===== src/rtl/core_pkg.sv =====
// Shared RV32I core definitions: opcode constants and pipeline controller state.
package core_pkg;

  localparam logic [6:0] OP_BRANCH = 7'b1100011;
  localparam logic [6:0] OP_JAL    = 7'b1101111;
  localparam logic [6:0] OP_JALR   = 7'b1100111;
  localparam logic [6:0] OP_LOAD   = 7'b0000011;

  typedef enum logic {
    RUN   = 1'b0,
    STALL = 1'b1
  } state_e;

endpackage


===== src/rtl/hazard_ctrl_if.sv =====
// Pipeline-status inputs and sequencing-control outputs of the hazard controller.
interface hazard_ctrl_if #(
  parameter int CNT_W = 32
);

  logic [6:0]       i_ifid_opcode;
  logic [4:0]       i_ifid_rs1addr;
  logic [4:0]       i_ifid_rs2addr;
  logic [4:0]       i_idex_rdaddr;
  logic             i_idex_rdwren;
  logic             i_idex_memrd;
  logic [4:0]       i_exmem_rdaddr;
  logic             i_exmem_rdwren;
  logic             i_exmem_memrd;
  logic             i_br_taken;
  logic             i_dmem_busy;
  logic             o_pc_en;
  logic             o_pc_sel;
  logic             o_ifid_en;
  logic             o_ifid_flush;
  logic             o_idex_flush;
  logic             o_exmem_en;
  logic             o_memwb_en;
  logic [CNT_W-1:0] o_stall_cnt;
  logic [CNT_W-1:0] o_flush_cnt;

  modport master (
    output i_ifid_opcode, i_ifid_rs1addr, i_ifid_rs2addr,
    output i_idex_rdaddr, i_idex_rdwren, i_idex_memrd,
    output i_exmem_rdaddr, i_exmem_rdwren, i_exmem_memrd,
    output i_br_taken, i_dmem_busy,
    input  o_pc_en, o_pc_sel, o_ifid_en, o_ifid_flush, o_idex_flush,
    input  o_exmem_en, o_memwb_en, o_stall_cnt, o_flush_cnt
  );

  modport slave (
    input  i_ifid_opcode, i_ifid_rs1addr, i_ifid_rs2addr,
    input  i_idex_rdaddr, i_idex_rdwren, i_idex_memrd,
    input  i_exmem_rdaddr, i_exmem_rdwren, i_exmem_memrd,
    input  i_br_taken, i_dmem_busy,
    output o_pc_en, o_pc_sel, o_ifid_en, o_ifid_flush, o_idex_flush,
    output o_exmem_en, o_memwb_en, o_stall_cnt, o_flush_cnt
  );

endinterface


===== src/rtl/hazard_ctrl_detect.sv =====
// Combinational decode of the ID instruction and the number of stall cycles
// its source operands require given the EX and MEM destinations.
module hazard_detect
  import core_pkg::*;
#(
  parameter int BR_LD_EX_STALL = 2
) (
  input  logic [6:0] opcode,
  input  logic [4:0] rs1_addr,
  input  logic [4:0] rs2_addr,
  input  logic [4:0] ex_rd_addr,
  input  logic       ex_rd_wren,
  input  logic       ex_mem_rd,
  input  logic [4:0] mem_rd_addr,
  input  logic       mem_rd_wren,
  input  logic       mem_mem_rd,
  output logic       is_br,
  output logic       is_jal,
  output logic       is_jalr,
  output logic [1:0] need
);

  logic uses_rs1;
  logic uses_rs2;
  logic ex_hit;
  logic mem_hit;
  logic id_resolves;

  assign is_br       = (opcode == OP_BRANCH);
  assign is_jal      = (opcode == OP_JAL);
  assign is_jalr     = (opcode == OP_JALR);
  assign uses_rs1    = !is_jal;
  assign uses_rs2    = !is_jal && !is_jalr;
  assign id_resolves = is_br || is_jalr;

  assign ex_hit = ex_rd_wren && (ex_rd_addr != 5'd0) &&
                  ((uses_rs1 && (ex_rd_addr == rs1_addr)) ||
                   (uses_rs2 && (ex_rd_addr == rs2_addr)));

  assign mem_hit = mem_rd_wren && (mem_rd_addr != 5'd0) &&
                   ((uses_rs1 && (mem_rd_addr == rs1_addr)) ||
                    (uses_rs2 && (mem_rd_addr == rs2_addr)));

  // ID-resolved control flow must wait even for ALU results, since forwarding
  // only reaches EX in time.
  always_comb begin
    need = 2'd0;
    if (id_resolves && ex_hit)
      need = ex_mem_rd ? 2'(BR_LD_EX_STALL) : 2'd1;
    else if (id_resolves && mem_hit && mem_mem_rd)
      need = 2'd1;
    else if (!id_resolves && ex_hit && ex_mem_rd)
      need = 2'd1;
  end

endmodule


===== src/rtl/hazard_ctrl.sv =====
// Pipeline sequencing controller: stall FSM, stall/flush/redirect control
// generation and stall/flush performance counters.
module hazard_ctrl
  import core_pkg::*;
#(
  parameter int CNT_W          = 32,
  parameter int BR_LD_EX_STALL = 2
) (
  input logic          i_clk,
  input logic          i_rst_n,
  hazard_ctrl_if.slave bus
);

  state_e           state_q;
  state_e           state_d;
  logic [1:0]       rem_q;
  logic [1:0]       rem_d;
  logic [1:0]       need;
  logic             is_br;
  logic             is_jal;
  logic             is_jalr;
  logic             stall_cyc;
  logic             redirect;
  logic [CNT_W-1:0] stall_cnt_q;
  logic [CNT_W-1:0] flush_cnt_q;

  hazard_detect #(
    .BR_LD_EX_STALL(BR_LD_EX_STALL)
  ) u_detect (
    .opcode      (bus.i_ifid_opcode),
    .rs1_addr    (bus.i_ifid_rs1addr),
    .rs2_addr    (bus.i_ifid_rs2addr),
    .ex_rd_addr  (bus.i_idex_rdaddr),
    .ex_rd_wren  (bus.i_idex_rdwren),
    .ex_mem_rd   (bus.i_idex_memrd),
    .mem_rd_addr (bus.i_exmem_rdaddr),
    .mem_rd_wren (bus.i_exmem_rdwren),
    .mem_mem_rd  (bus.i_exmem_memrd),
    .is_br       (is_br),
    .is_jal      (is_jal),
    .is_jalr     (is_jalr),
    .need        (need)
  );

  always_ff @(posedge i_clk or negedge i_rst_n) begin
    if (!i_rst_n) begin
      state_q <= RUN;
      rem_q   <= 2'd0;
    end else begin
      state_q <= state_d;
      rem_q   <= rem_d;
    end
  end

  // A busy data memory freezes the FSM exactly where it is.
  always_comb begin
    state_d = state_q;
    rem_d   = rem_q;
    if (!bus.i_dmem_busy) begin
      case (state_q)
        RUN: begin
          if (need != 2'd0) begin
            rem_d   = need - 2'd1;
            state_d = (need > 2'd1) ? STALL : RUN;
          end
        end
        STALL: begin
          rem_d = rem_q - 2'd1;
          if (rem_q == 2'd1)
            state_d = RUN;
        end
        default: state_d = RUN;
      endcase
    end
  end

  always_comb begin
    bus.o_pc_en      = 1'b0;
    bus.o_pc_sel     = 1'b0;
    bus.o_ifid_en    = 1'b0;
    bus.o_ifid_flush = 1'b0;
    bus.o_idex_flush = 1'b0;
    bus.o_exmem_en   = 1'b0;
    bus.o_memwb_en   = 1'b0;
    redirect         = 1'b0;
    stall_cyc        = (state_q == STALL) || (need != 2'd0);
    if (i_rst_n && !bus.i_dmem_busy) begin
      bus.o_exmem_en = 1'b1;
      bus.o_memwb_en = 1'b1;
      if (stall_cyc) begin
        bus.o_idex_flush = 1'b1;
      end else begin
        bus.o_pc_en      = 1'b1;
        bus.o_ifid_en    = 1'b1;
        redirect         = is_jal || is_jalr || (is_br && bus.i_br_taken);
        bus.o_pc_sel     = redirect;
        bus.o_ifid_flush = redirect;
      end
    end
  end

  always_ff @(posedge i_clk or negedge i_rst_n) begin
    if (!i_rst_n) begin
      stall_cnt_q <= '0;
      flush_cnt_q <= '0;
    end else begin
      if (!bus.o_pc_en)
        stall_cnt_q <= stall_cnt_q + CNT_W'(1);
      if (redirect)
        flush_cnt_q <= flush_cnt_q + CNT_W'(1);
    end
  end

  assign bus.o_stall_cnt = stall_cnt_q;
  assign bus.o_flush_cnt = flush_cnt_q;

endmodule


===== src/flat_wrapper.sv =====
// flat-port wrapper written by rule: the top's interface ports become plain ports
module hazard_ctrl_flat import core_pkg::*;
#(
  parameter int CNT_W          = 32,
  parameter int BR_LD_EX_STALL = 2
)
  (i_clk, i_rst_n, bus_i_ifid_opcode, bus_i_ifid_rs1addr, bus_i_ifid_rs2addr, bus_i_idex_rdaddr, bus_i_idex_rdwren, bus_i_idex_memrd, bus_i_exmem_rdaddr, bus_i_exmem_rdwren, bus_i_exmem_memrd, bus_i_br_taken, bus_i_dmem_busy, bus_o_pc_en, bus_o_pc_sel, bus_o_ifid_en, bus_o_ifid_flush, bus_o_idex_flush, bus_o_exmem_en, bus_o_memwb_en, bus_o_stall_cnt, bus_o_flush_cnt);
  hazard_ctrl_if #(.CNT_W(CNT_W)) bus_i ();
  input logic i_clk;
  input logic i_rst_n;
  input wire logic [$bits(bus_i.i_ifid_opcode)-1:0] bus_i_ifid_opcode;
  input wire logic [$bits(bus_i.i_ifid_rs1addr)-1:0] bus_i_ifid_rs1addr;
  input wire logic [$bits(bus_i.i_ifid_rs2addr)-1:0] bus_i_ifid_rs2addr;
  input wire logic [$bits(bus_i.i_idex_rdaddr)-1:0] bus_i_idex_rdaddr;
  input wire logic [$bits(bus_i.i_idex_rdwren)-1:0] bus_i_idex_rdwren;
  input wire logic [$bits(bus_i.i_idex_memrd)-1:0] bus_i_idex_memrd;
  input wire logic [$bits(bus_i.i_exmem_rdaddr)-1:0] bus_i_exmem_rdaddr;
  input wire logic [$bits(bus_i.i_exmem_rdwren)-1:0] bus_i_exmem_rdwren;
  input wire logic [$bits(bus_i.i_exmem_memrd)-1:0] bus_i_exmem_memrd;
  input wire logic [$bits(bus_i.i_br_taken)-1:0] bus_i_br_taken;
  input wire logic [$bits(bus_i.i_dmem_busy)-1:0] bus_i_dmem_busy;
  output wire logic [$bits(bus_i.o_pc_en)-1:0] bus_o_pc_en;
  output wire logic [$bits(bus_i.o_pc_sel)-1:0] bus_o_pc_sel;
  output wire logic [$bits(bus_i.o_ifid_en)-1:0] bus_o_ifid_en;
  output wire logic [$bits(bus_i.o_ifid_flush)-1:0] bus_o_ifid_flush;
  output wire logic [$bits(bus_i.o_idex_flush)-1:0] bus_o_idex_flush;
  output wire logic [$bits(bus_i.o_exmem_en)-1:0] bus_o_exmem_en;
  output wire logic [$bits(bus_i.o_memwb_en)-1:0] bus_o_memwb_en;
  output wire logic [$bits(bus_i.o_stall_cnt)-1:0] bus_o_stall_cnt;
  output wire logic [$bits(bus_i.o_flush_cnt)-1:0] bus_o_flush_cnt;
  assign bus_i.i_ifid_opcode = bus_i_ifid_opcode;
  assign bus_i.i_ifid_rs1addr = bus_i_ifid_rs1addr;
  assign bus_i.i_ifid_rs2addr = bus_i_ifid_rs2addr;
  assign bus_i.i_idex_rdaddr = bus_i_idex_rdaddr;
  assign bus_i.i_idex_rdwren = bus_i_idex_rdwren;
  assign bus_i.i_idex_memrd = bus_i_idex_memrd;
  assign bus_i.i_exmem_rdaddr = bus_i_exmem_rdaddr;
  assign bus_i.i_exmem_rdwren = bus_i_exmem_rdwren;
  assign bus_i.i_exmem_memrd = bus_i_exmem_memrd;
  assign bus_i.i_br_taken = bus_i_br_taken;
  assign bus_i.i_dmem_busy = bus_i_dmem_busy;
  assign bus_o_pc_en = bus_i.o_pc_en;
  assign bus_o_pc_sel = bus_i.o_pc_sel;
  assign bus_o_ifid_en = bus_i.o_ifid_en;
  assign bus_o_ifid_flush = bus_i.o_ifid_flush;
  assign bus_o_idex_flush = bus_i.o_idex_flush;
  assign bus_o_exmem_en = bus_i.o_exmem_en;
  assign bus_o_memwb_en = bus_i.o_memwb_en;
  assign bus_o_stall_cnt = bus_i.o_stall_cnt;
  assign bus_o_flush_cnt = bus_i.o_flush_cnt;
  hazard_ctrl #(.CNT_W(CNT_W), .BR_LD_EX_STALL(BR_LD_EX_STALL)) u_core (.i_clk(i_clk), .i_rst_n(i_rst_n), .bus(bus_i));
endmodule

===== config.mk =====
export PLATFORM = sky130hd
export DESIGN_NAME = hazard_ctrl_flat
export DESIGN_NICKNAME = d
export VERILOG_FILES = /design/src/rtl/core_pkg.sv /design/src/rtl/hazard_ctrl_if.sv /design/src/rtl/hazard_ctrl_detect.sv /design/src/rtl/hazard_ctrl.sv /design/src/flat_wrapper.sv
export SDC_FILE = /design/constraint.sdc
export NUM_CORES = 1
export LEC_CHECK = 0
export ABC_CLOCK_PERIOD_IN_PS = 3200
export CORE_MARGIN = 2
export CORE_UTILIZATION = 34
export CTS_BUF_LIST = sky130_fd_sc_hd__clkbuf_8 sky130_fd_sc_hd__clkbuf_16
export DETAILED_ROUTE_END_ITERATION = 6
export GPL_TIMING_DRIVEN = 0
export PLACE_DENSITY = 0.73
export SYNTH_ARGS = -nofsm -noshare
export SYNTH_HDL_FRONTEND = slang
export SYNTH_SLANG_ARGS = --single-unit

===== constraint.sdc =====
create_clock -name i_clk -period 3.2 [get_ports i_clk]
set_clock_uncertainty 0.15 [all_clocks]
set_input_delay 0.48 -clock i_clk [delete_from_list [all_inputs] [get_ports i_clk]]
set_output_delay 0.48 -clock i_clk [all_outputs]
set_load 0.01 [all_outputs]

Yosys cells after proc, flatten, opt, wreduce, memory -nomap -nowiden
Cells that the tools add are included.
{ "word_totals": {"reg_bits": 67, "word_cells": 67, "in_bits": 35} }
{ "op_classes": {"add_sub_neg": 4, "n_mux": 17, "reduce_logical": 30, "n_bitwise": 2, "order_cmp": 1, "eq_ne": 9} }
{ "op_table": {"columns": ["cell", "count"], "rows": [
  ["32-bit by 1-bit adder with 32-bit output, second input constant", 2],
  ["7-bit == test, second input constant", 3],
  ["5-bit == test", 4],
  ["1-bit logical AND", 16],
  ["1-bit 2-to-1 mux", 12],
  ["5-bit nonzero test", 2],
  ["1-bit logical OR", 6],
  ["2-bit 2-to-1 mux", 3],
  ["1-bit logical NOT", 4],
  ["2-bit case mux with 2 select lines", 1],
  ["2-bit by 1-bit subtractor with 2-bit output, second input constant", 2],
  ["2-bit by 1-bit == test with 1-bit output, second input constant", 1],
  ["2-bit by 1-bit greater-than comparator with 1-bit output, second input constant", 1],
  ["2-bit by 1-bit != test with 1-bit output, second input constant", 1],
  ["1-bit NOT", 2],
  ["1-bit case mux with 2 select lines", 1],
  ["2-bit AND reduction", 1],
  ["2-bit nonzero test", 1]
]} }

Depth between registers and ports, before layout
Gate-level depths: netlist of run 1.
{ "depth": {"word_depth": 15, "depth_mapped": 15, "depth_no_buf": 13} }

Modules after synthesis
Synthesis of run 1 repeated with hierarchy kept, for this count alone.
{ "unflattened": {"cells_unflattened": 335, "area_unflattened_um2": 3515.9} }
{ "modules_own_cells": {"columns": ["mod", "area_each_um2", "cells_per_inst", "seq_area_each_um2", "n_inst"], "rows": [
  ["hazard_ctrl", 3154.3, 284, 1676.6, 1],
  ["hazard_detect", 361.6, 51, 0.0, 1]
]} }

Worst setup path before layout of run 1
OpenSTA, ideal clock, no wires.
{ "synth_timing": {"path_kind": "input port to flip-flop", "from": "input bus_i_idex_rdaddr[1]", "to": "register u_core.flush_cnt_q[25], in the netlist u_core.bus.o_flush_cnt[25]", "n_path_buf": 2, "slack_ps": -126, "setup_ps": 125, "cell_stages": 14, "arrival_ps": 3050, "cell_sequence": "or4_1 > o211ai_1 > a21oi_1 > a21boi_0 > nor2_1 > ha_1 > and4bb_1 > buf_6 > o2111ai_4 > nor4_2 > and2b_1 > buf_6 > nand4_1 > xnor2_1"} }
{ "synth_between": {"elab_chain_cells": 13, "elab_cells_between_ends": 18, "cone_classes": "2 x eq/ne; 5 x mux; 11 x reduce/logical"} }
{ "synth_lines": {"columns": ["element", "line", "source"], "rows": [
  ["start, declared", "flat_wrapper.sv:14", "input wire logic [$bits(bus_i.i_idex_rdaddr)-1:0] bus_i_idex_rdaddr;"],
  ["5-bit == test (on tied branches)", "hazard_ctrl_detect.sv:37, hazard_ctrl_detect.sv:38", null],
  ["1-bit logical AND (on tied branches)", "hazard_ctrl_detect.sv:37, hazard_ctrl_detect.sv:38", null],
  ["1-bit logical OR", "hazard_ctrl_detect.sv:37", "((uses_rs1 && (ex_rd_addr == rs1_addr)) ||"],
  ["1-bit logical AND (*)", "hazard_ctrl_detect.sv:36", "assign ex_hit = ex_rd_wren && (ex_rd_addr != 5'd0) &&"],
  ["1-bit logical AND (2 in series)", "hazard_ctrl_detect.sv:52", "else if (!id_resolves && ex_hit && ex_mem_rd)"],
  ["1-bit 2-to-1 mux", "hazard_ctrl_detect.sv:52", null],
  ["1-bit 2-to-1 mux", "hazard_ctrl_detect.sv:50", "else if (id_resolves && mem_hit && mem_mem_rd)"],
  ["2-bit 2-to-1 mux (*)", "hazard_ctrl_detect.sv:48", "if (id_resolves && ex_hit)"],
  ["2-bit nonzero test (*)", "hazard_ctrl.sv:86", "stall_cyc = (state_q == STALL) || (need != 2'd0);"],
  ["1-bit logical OR (*)", "hazard_ctrl.sv:86", null],
  ["1-bit 2-to-1 mux (*)", "hazard_ctrl.sv:90", "if (stall_cyc) begin"],
  ["1-bit 2-to-1 mux (*)", "hazard_ctrl.sv:87", "if (i_rst_n && !bus.i_dmem_busy) begin"],
  ["end signal, assigned", "hazard_ctrl.sv:110", "flush_cnt_q <= flush_cnt_q + CNT_W'(1);"],
  ["end, declared", "hazard_ctrl.sv:25", "logic [CNT_W-1:0] flush_cnt_q;"]
]} }
Every way passes the cells marked *; elsewhere a longest branch is shown, timed or not.
A chain may end at the register's enable or synchronous reset.

Worst setup path after layout of run 1
{ "layout_timing": {"from": "input bus_i_idex_rdaddr[1]", "to": "output bus_o_pc_sel"} }
{ "layout_between": {"elab_chain_cells": 13, "elab_cells_between_ends": 18, "cone_classes": "2 x eq/ne; 5 x mux; 11 x reduce/logical"} }
{ "layout_lines": {"columns": ["element", "line", "source"], "rows": [
  ["5-bit == test (on tied branches)", "hazard_ctrl_detect.sv:37, hazard_ctrl_detect.sv:38", null],
  ["1-bit logical AND (on tied branches)", "hazard_ctrl_detect.sv:37, hazard_ctrl_detect.sv:38", null],
  ["1-bit logical OR", "hazard_ctrl_detect.sv:37", null],
  ["1-bit logical AND (*)", "hazard_ctrl_detect.sv:36", null],
  ["1-bit logical AND (2 in series)", "hazard_ctrl_detect.sv:52", null],
  ["1-bit 2-to-1 mux", "hazard_ctrl_detect.sv:52", null],
  ["1-bit 2-to-1 mux", "hazard_ctrl_detect.sv:50", null],
  ["2-bit 2-to-1 mux (*)", "hazard_ctrl_detect.sv:48", null],
  ["2-bit nonzero test (*)", "hazard_ctrl.sv:86", null],
  ["1-bit logical OR (*)", "hazard_ctrl.sv:86", null],
  ["1-bit 2-to-1 mux (*)", "hazard_ctrl.sv:90", null],
  ["1-bit 2-to-1 mux (*)", "hazard_ctrl.sv:87", null],
  ["end, declared", "flat_wrapper.sv:23", "output wire logic [$bits(bus_i.o_pc_sel)-1:0] bus_o_pc_sel;"]
]} }
Marked as above.

==> metrics.md, run 1 <==
| Metric | Value |
|---|---|
| CP max-delay cell | or4_1 |
| CP Cell Sequence | buf_8 -> or4_1 -> o211ai_1 -> a21oi_2 -> a21boi_2 -> nor2_2 -> ha_2 -> and4bb_2 -> o2111ai_4 -> inv_2 -> buf_6 -> buf_6 |
| TritonCTS clock tree | yes |
| Vias in the first global route | 2739 |
| Setup Crit Path Kind | in -> out |
| Leading area contributor after synthesis | dfrtp_1 |
| Setup Viol. Count Final | 18 |
| CP Capture Type | primary output |
| Max Slew Vio Count | 0 |
| FF/Latch Area | between 0.0015 and 0.002 sq mm |
| Sequential share of power | 0.477 |
| WL/cell | around 14 um |
| Initial Util | 0.3490 |
| Multiplexer share of the synthesized area | 0.003302 |
| Placer Congestion | between 0.8 and 0.9 |
| Combinational group share of total power | 0.184 |
| Most frequent cell after synthesis | dfrtp_1 |
| Ratio of cells with drive above 1 in the final layout | 0.2335 |
| Total of max-cap violations | 0 |
| Drt drc | 0 |
| NetSw | between 500 and 600 uW |
| Hold Vio Cnt, Final | 0 |
| Critical path data required time | 2.57 ns |
| Cell family with most CP delay | simple AND/OR/NAND/NOR gates |
| Global-route wire length before repair | between 10 and 15 mm |
| FP Rows | 36 |
| DRT Pass-1 Iters | 4 |
| Maximum fanout along the worst path | 3 |
| # hold bufs at CTS | 0 |
| Total Wirelength | slightly above 8 mm |
| GRT Residual Overflow | 0 |
| CP bufs+invs | 4 |
| Synth async-reset ratio | 1.000 |
| Die Y | roughly 100 um |
| Area of the core | about 0.0098 sq mm |
| Via count | approximately 2.8k |
| Max stage delay on crit path | around 0.52 ns |
| CP most frequent cell | buf_6 |
| RSZ-0062 raised after global routing | true |
| CTS H-tree depth | 3 |
| Final Instance Count excl. Fillers | around 600 |
| Worst VDD drop | 0.2133 mV |
| Min Tclk post-route | around 3.4 ns |
| Area grow syn2layout | 50.62% |
| Starting DRC count in detailed routing | 98 |
| Fill count | about 890 |
| Placed cell areas | roughly 0.0046 sq mm |
| Hold Crit Class | in -> async |
| Pin count of the biggest net entering global routing | 70 |
| Switching Share | 0.2694 |
| Post-Synth Simple-Gate Area | 0.2278 |
| Pre-CTS WS | -1.139 ns |
| Slew headroom | 0.3866 |
| Post-synthesis xor/xnor area fraction | 0.2106 |
| Status | finished with violations |
| Adder-cell area share of the yosys netlist | 0.01467 |
| Synth Register Bits | 67 |
| PortBufs | between 100 and 150 |
| Antenna violations before repair | 0 |
| Synth Flop Type | dfrtp_1 |
| Final Cycle Share | 1.054 |
| Worst slew pin tran | between 0.9 and 1 ns |
| Final WS setup | -0.1739 ns |
| Root buffer cell | clkbuf_8 |
| CTS sink count | 67 |
| Leakage power | about 0.0022 uW |
| Final net count | just under 500 |
| Yosys warns | 0 |
| CP Launch Type | input port |
| Combinational family with the most area after synthesis | simple AND/OR/NAND/NOR gates |
| Synth area leaders | dfrtp_1, xnor2_1, xor2_1 |
| Tot GR Track Use | 0.1516 |
| Final ANT Viol Nets | 0 |
| Crit path DAT | between 2 and 3 ns |
| Post-synth EDFFs | 0 |
| Synth Instances | 318 |
| Cell Area, Synth | around 0.0034 sq mm |
| DIE AREA | ~0.011 sq mm |
| Part of the power in the clock network | 0.339 |
| Fin area | between 0.005 and 0.006 sq mm |
| Mapped Nets | 357 |
| Multi-input gate area | 0.001894 sq mm |
| CTS max path bufs | 2 |
| # diodes | 0 |
| CTS clk-pin slew, worst paths | 0.07 ns |
| Ports | between 100 and 150 |
| Top cells by count, synth | dfrtp_1, xnor2_1, nand2_1 |
| DP Cell Count | roughly 560 |
| Clock latency on the worst-skew pair | 0.34 ns |
| Via density | ~4.8 |
| Mapped Avg Cell Area | 10.73 sq um |
| Sequential area share after synthesis | 0.4916 |
| Final HPWL DP | between 5 and 6 mm |
| Pwr dens | approximately 390 mW/mm^2 |
| Int Power | between 1000 and 1500 uW |
| Count of cell types in the netlist | 37 |
| Top cell type's share of synthesized area | 0.4916 |
| Die width | between 100 and 150 um |
| Compound-Gate Fraction of Synth Area | 0.03228 |
| Violated checks | setup timing |
| Setup TNS | -1.461 ns |
| Highest Clock Rate | between 0.2 and 0.3 GHz |
| CTS Buf Count | 9 |
## cell usage in the layout (no fill, tap or decap), types with 9 or more instances in the layout
| cell type | count |
|---|---|
| clkdlybuf4s50_1 | 72 |
| xnor2_1 | 51 |
| nand4_1 | 18 |
| xor2_1 | 26 |
| dlygate4sd2_1 | 9 |
| nand2_1 | 25 |
| buf_4 | 15 |
| nand3_1 | 18 |
| clkbuf_8 | 10 |
| buf_6 | 11 |
| dfrtp_1 | 67 |
## worst register-to-register path: cells and delay by family, from the launching register on
kind / cells / cell delay [ns]
DFF: 1 / 0.42
and+or+nand+nor: 5 / 1.72
xor gates and xnor gates: 1 / 0.12
## routing by layer
layer,wire length [um],GRT usage
met1,3359,0.1823
met2,4113,0.2477
met3,591,0.05201
met4,156,0.06371
met5,0,0
## registers in the layout, summed over array words and instances (netlist names)
| signal | count |
|---|---|
| u_core.state_q | 1 |
| u_core.bus.o_stall_cnt | 32 |
| u_core.rem_q | 2 |
| u_core.bus.o_flush_cnt | 32 |
## power groups by stage
stage                     Combinational, uW  Sequential, uW  Clock, uW
after global routing                    407             978        758
after detailed placement                367             982          0
after global placement                  358             978          0
after floorplan                         148             991          0
after CTS                               368             967        709
final                                   374             967        687
## metrics by stage
stage | power (uW) | util | hold WS (ns)
6_report | 2028 | 0.5256 | 0.1012
5_1_grt | 2142 | 0.5256 | 0.1482
4_1_cts | 2044 | 0.5020 | 0.1259
3_5_place_dp | 1349 | 0.4738 | 0.3091
3_3_place_gp | 1336 | 0.4740 | 0.3087
2_1_floorplan | 1139 | - | 0.03441
## logic make-up (layout without fill, tap and decap cells)
family	after synthesis	in the layout
AOI/OAI and AO/OA	15	15
xor gates and xnor gates	82	82
adders and majority gates	4	4
buffers and inverters	11	147
DFF	67	67
muxes	1	1
and+or+nand+nor	138	138
## area by class of cell
class	count	share of cell area
Sequential cell	67	0.3264
Clock buffer	10	0.02679
Clock inverter	6	0.01096
Tap cell	133	0.03239
Timing Repair Buffer	121	0.2224
Inverter	6	0.004384
Buffer	4	0.008037
Multi-Input combinational cell	240	0.3687
## final timing paths
path / start / end / slack, ns / depth (start not counted)
setup / recovery: bus_i_idex_rdaddr[1] / bus_o_pc_sel / -0.17 / 12
hold / removal: i_rst_n / u_core.bus.o_stall_cnt[10] / 0.10 / 1
setup reg to reg: u_core.bus.o_stall_cnt[8] / u_core.bus.o_stall_cnt[19] / 0.67 / 6
hold reg to reg: u_core.bus.o_stall_cnt[31] / u_core.bus.o_stall_cnt[31] / 0.32 / 1
max in group asynchronous: i_rst_n / u_core.bus.o_flush_cnt[0] / 2.25 / 1
min in group i_clk: u_core.bus.o_stall_cnt[31] / u_core.bus.o_stall_cnt[31] / 0.32 / 1
## what timing repair did
action                                 4_1_cts  5_1_grt
setup buffers                                7        9
setup endpoints to repair                   57       38
endpoints found under the hold margin        0        0
resized for setup                           89       67
pin swaps                                   19       22
Note: power is estimated with default switching activity, not from simulation.
==> run 2: changes to the inputs <==
--- a/config.mk
+++ b/config.mk
@@ -8,7 +8,6 @@
 export ABC_CLOCK_PERIOD_IN_PS = 3200
 export CORE_MARGIN = 2
 export CORE_UTILIZATION = 34
-export CTS_BUF_LIST = sky130_fd_sc_hd__clkbuf_8 sky130_fd_sc_hd__clkbuf_16
 export DETAILED_ROUTE_END_ITERATION = 6
 export GPL_TIMING_DRIVEN = 0
 export PLACE_DENSITY = 0.73
==> run 2 against run 1 <==
Effect of this change: worst setup slack hardly changed; sequential power hardly changed; the flow still finishes with violations (setup timing); combinational power hardly changed; largest power group unchanged; non-clock buffer count stayed put.
==> metrics.md, run 2 (same netlist as run 1, synthesis figures left out) <==
| Metric | Value |
|---|---|
| Wire length on met1 | 3.366 mm (was 3.359 mm) |
| WL/cell | 14.01 um (unchanged) |
| Highest Clock Rate | 0.2964 GHz (about the same) |
| CTS max path bufs | 2 (unchanged) |
| Critical path origin | bus_i_idex_rdaddr[1] (unchanged) |
| CTS H-tree depth | 3 (unchanged) |
| Status | finished with violations (unchanged) |
| Setup TNS | -1.467 ns (was -1.461 ns) |
| Flop2flop setup slack | 0.67 ns (about the same) |
| Worst VDD drop | 0.2133 mV (unchanged) |
| Final ANT Viol Nets | 0 (unchanged) |
| Via density | 4.794 (unchanged) |
| Maximum fanout along the worst path | 3 (unchanged) |
| Most common cell after layout, fill and taps aside | clkdlybuf4s50_1 (unchanged) |
| Final HPWL DP | 5.842 mm (unchanged) |
| Hold Vio Cnt, Final | 0 (unchanged) |
| Worst r2r src | u_core.bus.o_stall_cnt[8] (unchanged) |
| Max Used Layer | met4 (unchanged) |
| Die Y | 104.2 um (unchanged) |
| FP Rows | 36 (unchanged) |
| CTS Buf Count | 9 (unchanged) |
| CTS clk-pin slew, worst paths | 0.07 ns (about the same) |
| Pin count of the biggest net entering global routing | 70 (unchanged) |
| Met2 wire len | 4.114 mm (was 4.113 mm) |
| Drt drc | 0 (unchanged) |
| CTS sink count | 67 (unchanged) |
| CP Capture Type | primary output (unchanged) |
| Violated checks | setup timing (unchanged) |
| R2R cell count | 6 (unchanged) |
| RSZ-0062 raised after global routing | true (unchanged) |
| Finished Core Util | 0.5256 (unchanged) |
| Ports | 106 (unchanged) |
| Via count | 2814 (unchanged) |
| Final net count | 488 (unchanged) |
| Min Tclk post-route | 3.374 ns (about the same) |
| Area of the core | 0.009774 sq mm (unchanged) |
| Initial Util | 0.3490 (unchanged) |
| Final WS setup | -0.1741 ns (was -0.1739 ns) |
| Pre-CTS WS | -1.139 ns (unchanged) |
| Leakage power | 0.002239 uW (was 0.002243 uW) |
| Global-route wire length before repair | 13.23 mm (unchanged) |
| Setup Crit Path Kind | in -> out (unchanged) |
| CP Launch Type | input port (unchanged) |
| Total Wirelength | 8.221 mm (unchanged) |
| Most frequent cells in the layout | clkdlybuf4s50_1, dfrtp_1, xnor2_1, xor2_1, nand2_1 (unchanged) |
| Tot Pwr | 2031 uW (was 2028 uW) |
| Starting DRC count in detailed routing | 98 (unchanged) |
| DIE AREA | 0.01085 sq mm (unchanged) |
| Setup Viol. Count Final | 18 (unchanged) |
| Final Cycle Share | 1.054 (about the same) |
| Met3 WL | 584 um (was 591 um) |
| PortBufs | 105 (unchanged) |
| Slew headroom | 0.3866 (unchanged) |
| Vias in the first global route | 2739 (unchanged) |
| Ratio of cells with drive above 1 in the final layout | 0.2335 (unchanged) |
| DRT Pass-1 Iters | 4 (unchanged) |
| Die width | 104.2 um (unchanged) |
| Crit path to | bus_o_pc_sel (unchanged) |
| Fill count | 893 (unchanged) |
| Worst slew pin tran | 0.9117 ns (about the same) |
| Clock latency on the worst-skew pair | 0.34 ns (about the same) |
| TritonCTS clock tree | yes (unchanged) |
| R2R Path End | u_core.bus.o_stall_cnt[19] (unchanged) |
| Placer Congestion | 0.8099 (unchanged) |
| Root buffer cell | clkbuf_8 (unchanged) |
| Tot GR Track Use | 0.1516 (unchanged) |
| Total of max-cap violations | 0 (unchanged) |
| Antenna violations before repair | 0 (unchanged) |
| Area grow syn2layout | 50.62% (unchanged) |
| # diodes | 0 (unchanged) |
| Hold WS | 0.1012 ns (unchanged) |
| Critical path data required time | 2.57 ns (about the same) |
| Crit path DAT | 2.74 ns (about the same) |
| Max Slew Vio Count | 0 (unchanged) |
| Hold Crit Class | in -> async (unchanged) |
| GRT Residual Overflow | 0 (unchanged) |
| Pwr dens | 395.3 mW/mm^2 (was 394.7 mW/mm^2) |
| # hold bufs at CTS | 0 (unchanged) |
## run 2: cell count changes in the layout (fill, tap and decap cells not counted)
| cell | previous run | this run |
|---|---|---|
| clkbuf_1 | 0 | 1 |
| inv_1 | 6 | 5 |
## run 2: worst min-delay path by stage
stage | endpoint | slack, ns | start
floorplan | u_core.bus.o_flush_cnt[0] | 0.03 | i_rst_n
global placement | u_core.bus.o_stall_cnt[31] | 0.31 | u_core.bus.o_stall_cnt[31]
detailed placement | u_core.bus.o_stall_cnt[31] | 0.31 | u_core.bus.o_stall_cnt[31]
CTS | u_core.bus.o_stall_cnt[12] | 0.13 | i_rst_n
global route | u_core.bus.o_stall_cnt[10] | 0.15 | i_rst_n
finish | u_core.bus.o_stall_cnt[10] | 0.10 | i_rst_n
## run 2: area by class of cell
type,count,area [sq um],area share
plain buffers,4,41.29,0.008037
clock buffers,11,141.4,0.02752
clock inverters,5,52.55,0.01023
inverters,6,22.52,0.004384
multi-input cells,240,1894,0.3687
flip-flops and latches,67,1677,0.3264
well taps,133,166.4,0.03239
repair buffers,121,1142,0.2224
## run 2: per-stage QoR
stage / instance area (sq um) / instances
CTS: 4907 / 579
detailed placement: 4631 / 556
finish: 5137 / 587
global placement: 4633 / 556
global route: 5137 / 587
floorplan: 3416 / 318
## run 2: routing by layer
layer / vias up / GRT usage
met5: - / 0
met4: 0 / 0.06371
met3: 11 / 0.05201
met2: 79 / 0.2477
met1: 1369 / 0.1823
li1: 1355 / -
## run 2: worst max-delay path, cell delays in order
cell and delay [ns]:
buf_8 0.10, or4_1 0.52, o211ai_1 0.27, a21oi_2 0.10, a21boi_2 0.18, nor2_2 0.12
ha_2 0.19, and4bb_2 0.31, o2111ai_4 0.14, inv_2 0.13, buf_6 0.10, buf_6 0.09
## run 2: repair_timing
action                                 4_1_cts  5_1_grt
setup endpoints to repair                   57       38
gates resized for setup                     89       67
endpoints found under the hold margin        0        0
buffers inserted                             7        9
pin swaps                                   19       22
## run 2: power breakdown
group          internal (uW)  switching [uW]  total, uW  leakage, uW
sequential               900            66.9        967     0.000905
clock                    377             313        690    0.0000991
combinational            208             166        374      0.00123
==> run 3: changes to the inputs <==
--- a/config.mk
+++ b/config.mk
@@ -9,8 +9,9 @@
 export CORE_MARGIN = 2
 export CORE_UTILIZATION = 34
 export DETAILED_ROUTE_END_ITERATION = 6
-export GPL_TIMING_DRIVEN = 0
-export PLACE_DENSITY = 0.73
+export PLACE_DENSITY = 0.72
+export SKIP_LAST_GASP = 1
 export SYNTH_ARGS = -nofsm -noshare
 export SYNTH_HDL_FRONTEND = slang
+export SYNTH_HIERARCHICAL = 1
 export SYNTH_SLANG_ARGS = --single-unit
==> run 3 against run 2 <==
Effect of this change: the flow now finishes without violations; synthesized area increased by 3.1%; sequential share of layout area fell by 1.8 points; non-clock buffer count up 33; register-to-register slack better by 0.37 ns; clock power rose by 15%; largest power group unchanged; die area increased by 3.0%; worst setup slack gained 0.21 ns; clock-buffer cell count unchanged; first-iteration DRC count rose by 8.2%.
==> metrics.md, run 3 <==
| Metric | Value |
|---|---|
| Status | complete, no violations (was finished with violations) |
| Worst slew pin tran | 0.9139 ns (was 0.9117 ns) |
| CTS clk-pin slew, worst paths | 0.07 ns (about the same) |
| CTS sink count | 67 (unchanged) |
| Synth Flop Type | dfrtp_1 (unchanged) |
| Max Slew Vio Count | 0 (unchanged) |
| Pwr dens | 415.9 mW/mm^2 (was 395.3 mW/mm^2) |
| Sequential share of power | 0.448 (was 0.476) |
| Pin count of the biggest net entering global routing | 59 (was 70) |
| DIE AREA | 0.01117 sq mm (was 0.01085 sq mm) |
| Leading area contributor after synthesis | dfrtp_1 (unchanged) |
| Total Wirelength | 9.322 mm (was 8.221 mm) |
| Critical path data required time | 2.57 ns (about the same) |
| Highest Clock Rate | 0.3157 GHz (was 0.2964 GHz) |
| Ratio of cells with drive above 1 in the final layout | 0.2535 (was 0.2335) |
| Area grow syn2layout | 54.84% (was 50.62%) |
| Min Tclk post-route | 3.168 ns (was 3.374 ns) |
| Area of the core | 0.01018 sq mm (was 0.009774 sq mm) |
| Synth Instances | 335 (was 318) |
| Worst VDD drop | 0.2642 mV (was 0.2133 mV) |
| Final ANT Viol Nets | 0 (unchanged) |
| Hold Crit Class | in -> async (unchanged) |
| Sequential area share after synthesis | 0.4769 (was 0.4916) |
| Final WS setup | 0.03239 ns (was -0.1741 ns) |
| Final net count | 536 (was 488) |
| Final Cycle Share | 0.9899 (was 1.054) |
| Setup Crit Path Kind | in -> out (unchanged) |
| Most frequent cell after synthesis | dfrtp_1 (unchanged) |
| Hold Vio Cnt, Final | 0 (unchanged) |
| Pre-CTS WS | -0.7367 ns (was -1.139 ns) |
| WL/cell | 14.63 um (was 14.01 um) |
| Synth Register Bits | 67 (unchanged) |
| Via count | 3101 (was 2814) |
| Fill count | 919 (was 893) |
| Mapped Nets | 375 (was 357) |
| Part of the power in the clock network | 0.350 (was 0.340) |
| NetSw | 611.6 uW (was 546.0 uW) |
| Global-route wire length before repair | 14.76 mm (was 13.23 mm) |
| Flop2flop setup slack | 1.04 ns (was 0.67 ns) |
| Vias in the first global route | 3098 (was 2739) |
| Die width | 105.7 um (was 104.2 um) |
| Slew headroom | 0.3851 (was 0.3866) |
| Combinational group share of total power | 0.202 (was 0.184) |
| Final HPWL DP | 6.740 mm (was 5.842 mm) |
| Total of max-cap violations | 0 (unchanged) |
| Count of cell types in the netlist | 42 (was 37) |
| Top cell type's share of synthesized area | 0.4769 (was 0.4916) |
| Drt drc | 0 (unchanged) |
| Synth async-reset ratio | 1.000 (unchanged) |
| Maximum fanout along the worst path | 3 (unchanged) |
| R2R cell count | 4 (was 6) |
| FP Rows | 37 (was 36) |
| Crit path DAT | 2.54 ns (was 2.74 ns) |
| CP Launch Type | input port (unchanged) |
| TritonCTS clock tree | yes (unchanged) |
| CTS H-tree depth | 3 (unchanged) |
| Clock latency on the worst-skew pair | 0.35 ns (was 0.34 ns) |
| DRT Pass-1 Iters | 4 (unchanged) |
| Starting DRC count in detailed routing | 106 (was 98) |
| Placer Congestion | 0.8269 (was 0.8099) |
| FF/Latch Area | 0.001677 sq mm (unchanged) |
| Yosys warns | 6 (was 0) |
| Tot GR Track Use | 0.1672 (was 0.1516) |
| Antenna violations before repair | 0 (unchanged) |
| R2R Path End | u_core/bus.o_flush_cnt[31] (was u_core.bus.o_stall_cnt[19]) |
| Worst r2r src | u_core/bus.o_flush_cnt[7] (was u_core.bus.o_stall_cnt[8]) |
| CTS max path bufs | 2 (unchanged) |
| Mapped Avg Cell Area | 10.50 sq um (was 10.73 sq um) |
| CTS Buf Count | 9 (unchanged) |
| RSZ-0062 raised after global routing | true (unchanged) |
| Setup Viol. Count Final | 0 (was 18) |
| Int Power | 1653 uW (was 1485 uW) |
| Post-synth EDFFs | 0 (unchanged) |
| Leakage power | 0.002285 uW (was 0.002239 uW) |
| Cell Area, Synth | 0.003516 sq mm (was 0.003411 sq mm) |
| Most frequent cells in the layout | clkdlybuf4s50_1, dfrtp_1, xnor2_1, buf_4, nand3_1 (was clkdlybuf4s50_1, dfrtp_1, xnor2_1, xor2_1, nand2_1) |
| GRT Residual Overflow | 0 (unchanged) |
| Top cells by count, synth | dfrtp_1, xnor2_1, nand3_1 (was dfrtp_1, xnor2_1, nand2_1) |
| Switching Share | 0.2701 (was 0.2689) |
| PortBufs | 105 (unchanged) |
| Tot Pwr | 2264 uW (was 2031 uW) |
| Synth area leaders | dfrtp_1, xnor2_1, xor2_1 (unchanged) |
| Die Y | 105.7 um (was 104.2 um) |
| # diodes | 0 (unchanged) |
| Ports | 106 (unchanged) |
| Setup TNS | 0 ns (was -1.467 ns) |
| Root buffer cell | clkbuf_8 (unchanged) |
| Via density | 4.868 (was 4.794) |
| Most common cell after layout, fill and taps aside | clkdlybuf4s50_1 (unchanged) |
| CP Capture Type | primary output (unchanged) |
| Multi-input gate area | 0.001898 sq mm (was 0.001894 sq mm) |
| Initial Util | 0.3452 (was 0.3490) |
run 3: cell types whose count changed in the layout (fill, tap and decap cells not counted), sizes merged, moves of 5 or more:
cell / change
inv: +7
dlygate4sd2: -6
nand3: +7
nand4: +7
clkbuf: +9
xnor2: +9
nor2: -7
xor2: -9
nor2b: -5
nand2: -6
nor4: +7
buf: +33
run 3: layout make-up:
type / count / share of cell area
multi-input combinational: 247 / 0.3487
sequential: 67 / 0.3080
timing repair buffer: 158 / 0.2597
tap: 136 / 0.03126
clock buffer: 11 / 0.02781
clock inverter: 5 / 0.01379
inverter: 13 / 0.01080
run 3: how the worst max path moves through the flow:
| stage | endpoint | slack, ns | depth (start not counted) | from |
|---|---|---|---|---|
| floorplan | u_core/bus.o_stall_cnt[27] | 0.004 | 13 | bus_i_idex_rdaddr[1] |
| global placement | u_core/bus.o_flush_cnt[31] | -0.66 | 15 | bus_i_idex_rdaddr[4] |
| detailed placement | u_core/bus.o_flush_cnt[31] | -0.74 | 15 | bus_i_idex_rdaddr[3] |
| CTS | u_core/bus.o_flush_cnt[31] | -0.009 | 14 | bus_i_exmem_rdaddr[0] |
| global route | u_core/bus.o_stall_cnt[31] | -0.05 | 14 | bus_i_ifid_opcode[0] |
| finish | bus_o_ifid_flush | 0.03 | 12 | bus_i_ifid_rs1addr[3] |
run 3: worst max-delay path: stages:
cell and delay (ns):
clkbuf_2 0.11, xnor2_1 0.22, nand3_1 0.14, o311a_1 0.37
and4bb_1 0.30, o21ba_4 0.17, inv_4 0.06, ha_4 0.14
nand4bb_4 0.12, buf_6 0.14, nor2_4 0.15, buf_6 0.12
run 3: routing by layer:
layer | wire length [um] | track usage | vias up | share of wire
met4 | 180 | 0.07613 | 0 | 0.019
met5 | 0 | 0 | - | 0
li1 | - | - | 1499 | -
met3 | 510 | 0.04205 | 10 | 0.055
met2 | 4807 | 0.2912 | 86 | 0.52
met1 | 3825 | 0.1927 | 1506 | 0.41
run 3: repair_timing:
item | in CTS | in global routing
gates cloned | 2 | 0
gates resized for setup | 71 | 79
pin swaps | 15 | 37
setup endpoints to repair | 58 | 45
buffers inserted | 4 | 10
hold endpoints to repair | 9 | 0
hold buffers | 1 | 0
run 3: metrics by stage:
step | area [sq um] | hold WS, ns | utilization | std cells
floorplan | 3542 | 0.03441 | - | 335
global placement | 4990 | 0.2237 | 0.4899 | 606
detailed placement | 4990 | 0.2232 | 0.4899 | 606
CTS | 5321 | 0.2786 | 0.5225 | 629
global route | 5444 | 0.3339 | 0.5345 | 637
finish | 5444 | 0.2673 | 0.5345 | 637
run 3: cell families after synthesis:
kind of cell / Yosys count / synth area share
flip-flops: 67 / 0.4769
AO/OA/AOI/OAI: 16 / 0.03060
XOR/XNOR: 82 / 0.2043
buffers and inverters: 21 / 0.03167
adder cells (fa/ha/maj): 5 / 0.01779
multiplexers: 1 / 0.003203
AND/OR/NAND/NOR: 143 / 0.2356
run 3: power groups by stage:
stage	clock [uW]	combinational (uW)	sequential [uW]
final	793	457	1010
after global routing	852	498	1030
after CTS	817	442	1010
after detailed placement	0	440	1030
after global placement	0	430	1020
after floorplan	0	152	1030
==> RTL change 1 (config.mk and constraints of run 2) <==
Reset style: synchronous (`i_rst_n`), changed in 2 clocked blocks.
--- a/src/rtl/hazard_ctrl.sv
+++ b/src/rtl/hazard_ctrl.sv
@@ -44,3 +44,3 @@
 
-  always_ff @(posedge i_clk or negedge i_rst_n) begin
+  always_ff @(posedge i_clk) begin
     if (!i_rst_n) begin
@@ -101,3 +101,3 @@
 
-  always_ff @(posedge i_clk or negedge i_rst_n) begin
+  always_ff @(posedge i_clk) begin
     if (!i_rst_n) begin
Function: differs if i_rst_n is asserted again (counterexample within 4 cycles, from zero or initial values and one cycle with i_rst_n low); with i_rst_n held inactive, the same outputs for 10 cycles.
==> RTL change 1 against run 2 <==
The flow still finishes with violations (negative setup slack); die area increased by 1.2%; sequential cell count unchanged; critical path depth increased by 8; register-to-register slack improved by 0.08 ns; area after synthesis increased by 1.3%; cell area increased by 5.1%; cell count increased by 15%; wire length increased by 17%; worst setup slack got worse by 0.056 ns; critical path type is now in -> reg; critical endpoint is now u_core.bus.o_stall_cnt[31]$_SDFFE_PN0N_.
Power is not compared: it rests on default switching activity, and its combinational part moved more than twofold at a synthesized area within 25%.
==> RTL change 1: results (changes against run 2) <==
Largest net degree at the start of global routing: 13 (-81%)
Reg2Reg Setup Slack: 0.75 ns (+0.08 ns)
Final WS setup: -0.2304 ns (-0.05635 ns)
Proportion of layout cells with a drive suffix above 1: 22.06% (-1.3 points)
Adder-cell area share of the yosys netlist: 1.449% (-0.019 points)
Synth Area in XOR/XNOR: 18.25% (-2.8 points)
Depth of the most critical reg-to-reg path: 10 (+4)
Post-synthesis async set-or-reset flop share: 0% (-100 points)
Status: finished with violations
Non-clock buffer total of the final layout: 154 (+23%)
CTS resizes: 135 (+52%)
CP max stage delay: 0.27 ns (-0.25 ns)
Most common library cells after synthesis: dfxtp_1 (67), and2_1 (53), xnor2_1 (51), nand2_1 (39)
Multi-input gate area: 2250 µm² (+19%)
Synth area leaders: dfxtp_1 (39%), xnor2_1 (13%), and2_1 (9.6%)
Nets@finish: 578 (+18%)
GRT Util Overall: 17.12% (+2.0 points)
Yosys cell types: 46 (+24%)
Failing checks: negative setup slack
Tightest Pin Transition: 0.5455 ns (-0.3662 ns)
Post-CTS Setup Bufs: 30 (+23)
Multi-Input Combinational: 299 (+25%)
Sequential area share after synthesis: 38.83% (-10 points)
Final setup violation count: 39 (+21)
Clock-cell share: 4.196% (+0.42 points)
Slowest CP cell: a221oi_2
Tot Pwr: 1.799 mW
==> RTL change 1: cell types whose count changed after synthesis, moves of 5 or more <==
cell	run 2	this run
dfrtp_1	67	0
and2_1	2	53
xor2_1	28	21
o21ai_0	5	11
nand2_1	31	39
and4_1	4	11
clkbuf_1	0	7
nand4_1	18	13
dfxtp_1	0	67
a21boi_0	1	9
or3_1	4	9
nor2_1	17	9
==> RTL change 1: through the flow <==
step           cell area [µm²]  hold WS [ns]  setup TNS (ns)  instances
5_1_grt                   5398        0.2693          -11.61        677
6_report                  5398        0.2712          -4.307        677
2_1_floorplan             3486        0.3356          -4.552        388
3_5_place_dp              4693        0.3262          -57.31        625
4_1_cts                   5284        0.2537          -6.374        669
3_3_place_gp              4693        0.3136          -52.76        625
==> RTL change 1: layer usage <==
layer  routed length, µm  GRT usage (%)  part of all wire, %
met5                   0              0                    0
met2                4672          28.20                   49
met1                4222          21.41                   44
met4                 110          5.238                  1.1
met3                 586          5.240                  6.1
==> RTL change 2 (settings of run 2) <==
Made on the original files. `CNT_W` is set to 32 in 3 places; all go to 16.
--- a/src/rtl/hazard_ctrl_if.sv
+++ b/src/rtl/hazard_ctrl_if.sv
@@ -2,3 +2,3 @@
 interface hazard_ctrl_if #(
-  parameter int CNT_W = 32
+  parameter int CNT_W = 16
 );
--- a/src/rtl/hazard_ctrl.sv
+++ b/src/rtl/hazard_ctrl.sv
@@ -5,3 +5,3 @@
 #(
-  parameter int CNT_W          = 32,
+  parameter int CNT_W          = 16,
   parameter int BR_LD_EX_STALL = 2
--- a/src/flat_wrapper.sv
+++ b/src/flat_wrapper.sv
@@ -3,3 +3,3 @@
 #(
-  parameter int CNT_W          = 32,
+  parameter int CNT_W          = 16,
   parameter int BR_LD_EX_STALL = 2
Interface: changed (resized bus_o_flush_cnt and bus_o_stall_cnt); port bits go from 106 to 74. No check against the original RTL was run, so the function may have changed too.
==> RTL change 2 against run 2 <==
The run still ends with negative setup slack left; global-route usage increased by 1.1 points; cell area decreased by 40%; die area shrank 41%; critical path depth is the same; power shrank 35%; area after synthesis is 43% lower; sequential cell count shrank 32; via count shrank 39%; worst setup slack better by 0.10 ns; maximum frequency is 3.1% higher; cell count is 38% lower; combinational power fell by 2%; wire length down 42%; critical path type unchanged; largest power group unchanged.
==> RTL change 2: results (changes against run 2) <==
Status: finished with violations
Failing checks: negative setup slack
Mapped Nets: 232 (-35%)
Tot Pwr: 1.323 mW (-35%)
Post-CTS Setup Bufs: 16 (+9)
Most common library cells after synthesis: dfrtp_1 (35), xnor2_1 (35), nand2_1 (24), nand3_1 (17), xor2_1 (15)
Global-route met2 utilization: 27.06% (+2.3 points)
DP Area: 2768 µm² (-40%)
Routed vias/inst: 4.746 (-1.0%)
Sequential area share after synthesis: 44.99% (-4.2 points)
Initial drt markers: 100 (+2.0%)
Met2 routed WL: 2.372 mm (-42%)
Depth of the most critical reg-to-reg path: 9 (+3)
Leak: 1.403 nW (-37%)
CTS resizes: 123 (+38%)
Final setup violation count: 3 (-15)
Cell count after synthesis: 193 (-39%)
Worst hold slack: 0.1300 ns (+0.02875 ns)
Final WL: 4.806 mm (-42%)
Synth area leaders: dfrtp_1 (45%), xnor2_1 (16%), xor2_1 (6.7%)
Nets@finish: 328 (-33%)
Origin of the critical flop-to-flop path: u_core.state_q$_DFFE_PN0N_
Placed cell count: 338 (-39%)
Final WS setup: -0.07109 ns (+0.1030 ns)
Largest net degree at the start of global routing: 38 (-46%)
CP Data Arrival Time: 2.64 ns (-0.10 ns)
[RTL change 2: cell count changes after synthesis, moves of 7 or more]
cell     before  now
dfrtp_1      67   35
xnor2_1      54   35
nand4_1      18    2
xor2_1       28   15
nor2_1       17    9
nand2_1      31   24
[RTL change 2: cells by family after synthesis]
kind of cell / after synthesis / synth area share [%]
AO/OA/AOI/OAI: 16 / 6.877
flip-flops: 35 / 44.99
buffers and inverters: 11 / 2.956
AND/OR/NAND/NOR: 77 / 20.12
adder cells (fa/ha/maj): 4 / 2.571
XOR/XNOR: 50 / 22.49
[RTL change 2: area by class of cell]
type | instances | area (µm²) | share of cell area (%)
multi-input combinational | 147 | 1130 | 36.59
sequential | 35 | 875.8 | 28.36
timing repair buffer | 89 | 803.3 | 26.01
tap | 72 | 90.09 | 2.917
clock buffer | 5 | 68.82 | 2.229
buffer | 5 | 48.80 | 1.580
clock inverter | 3 | 43.79 | 1.418
inverter | 6 | 27.53 | 0.8914
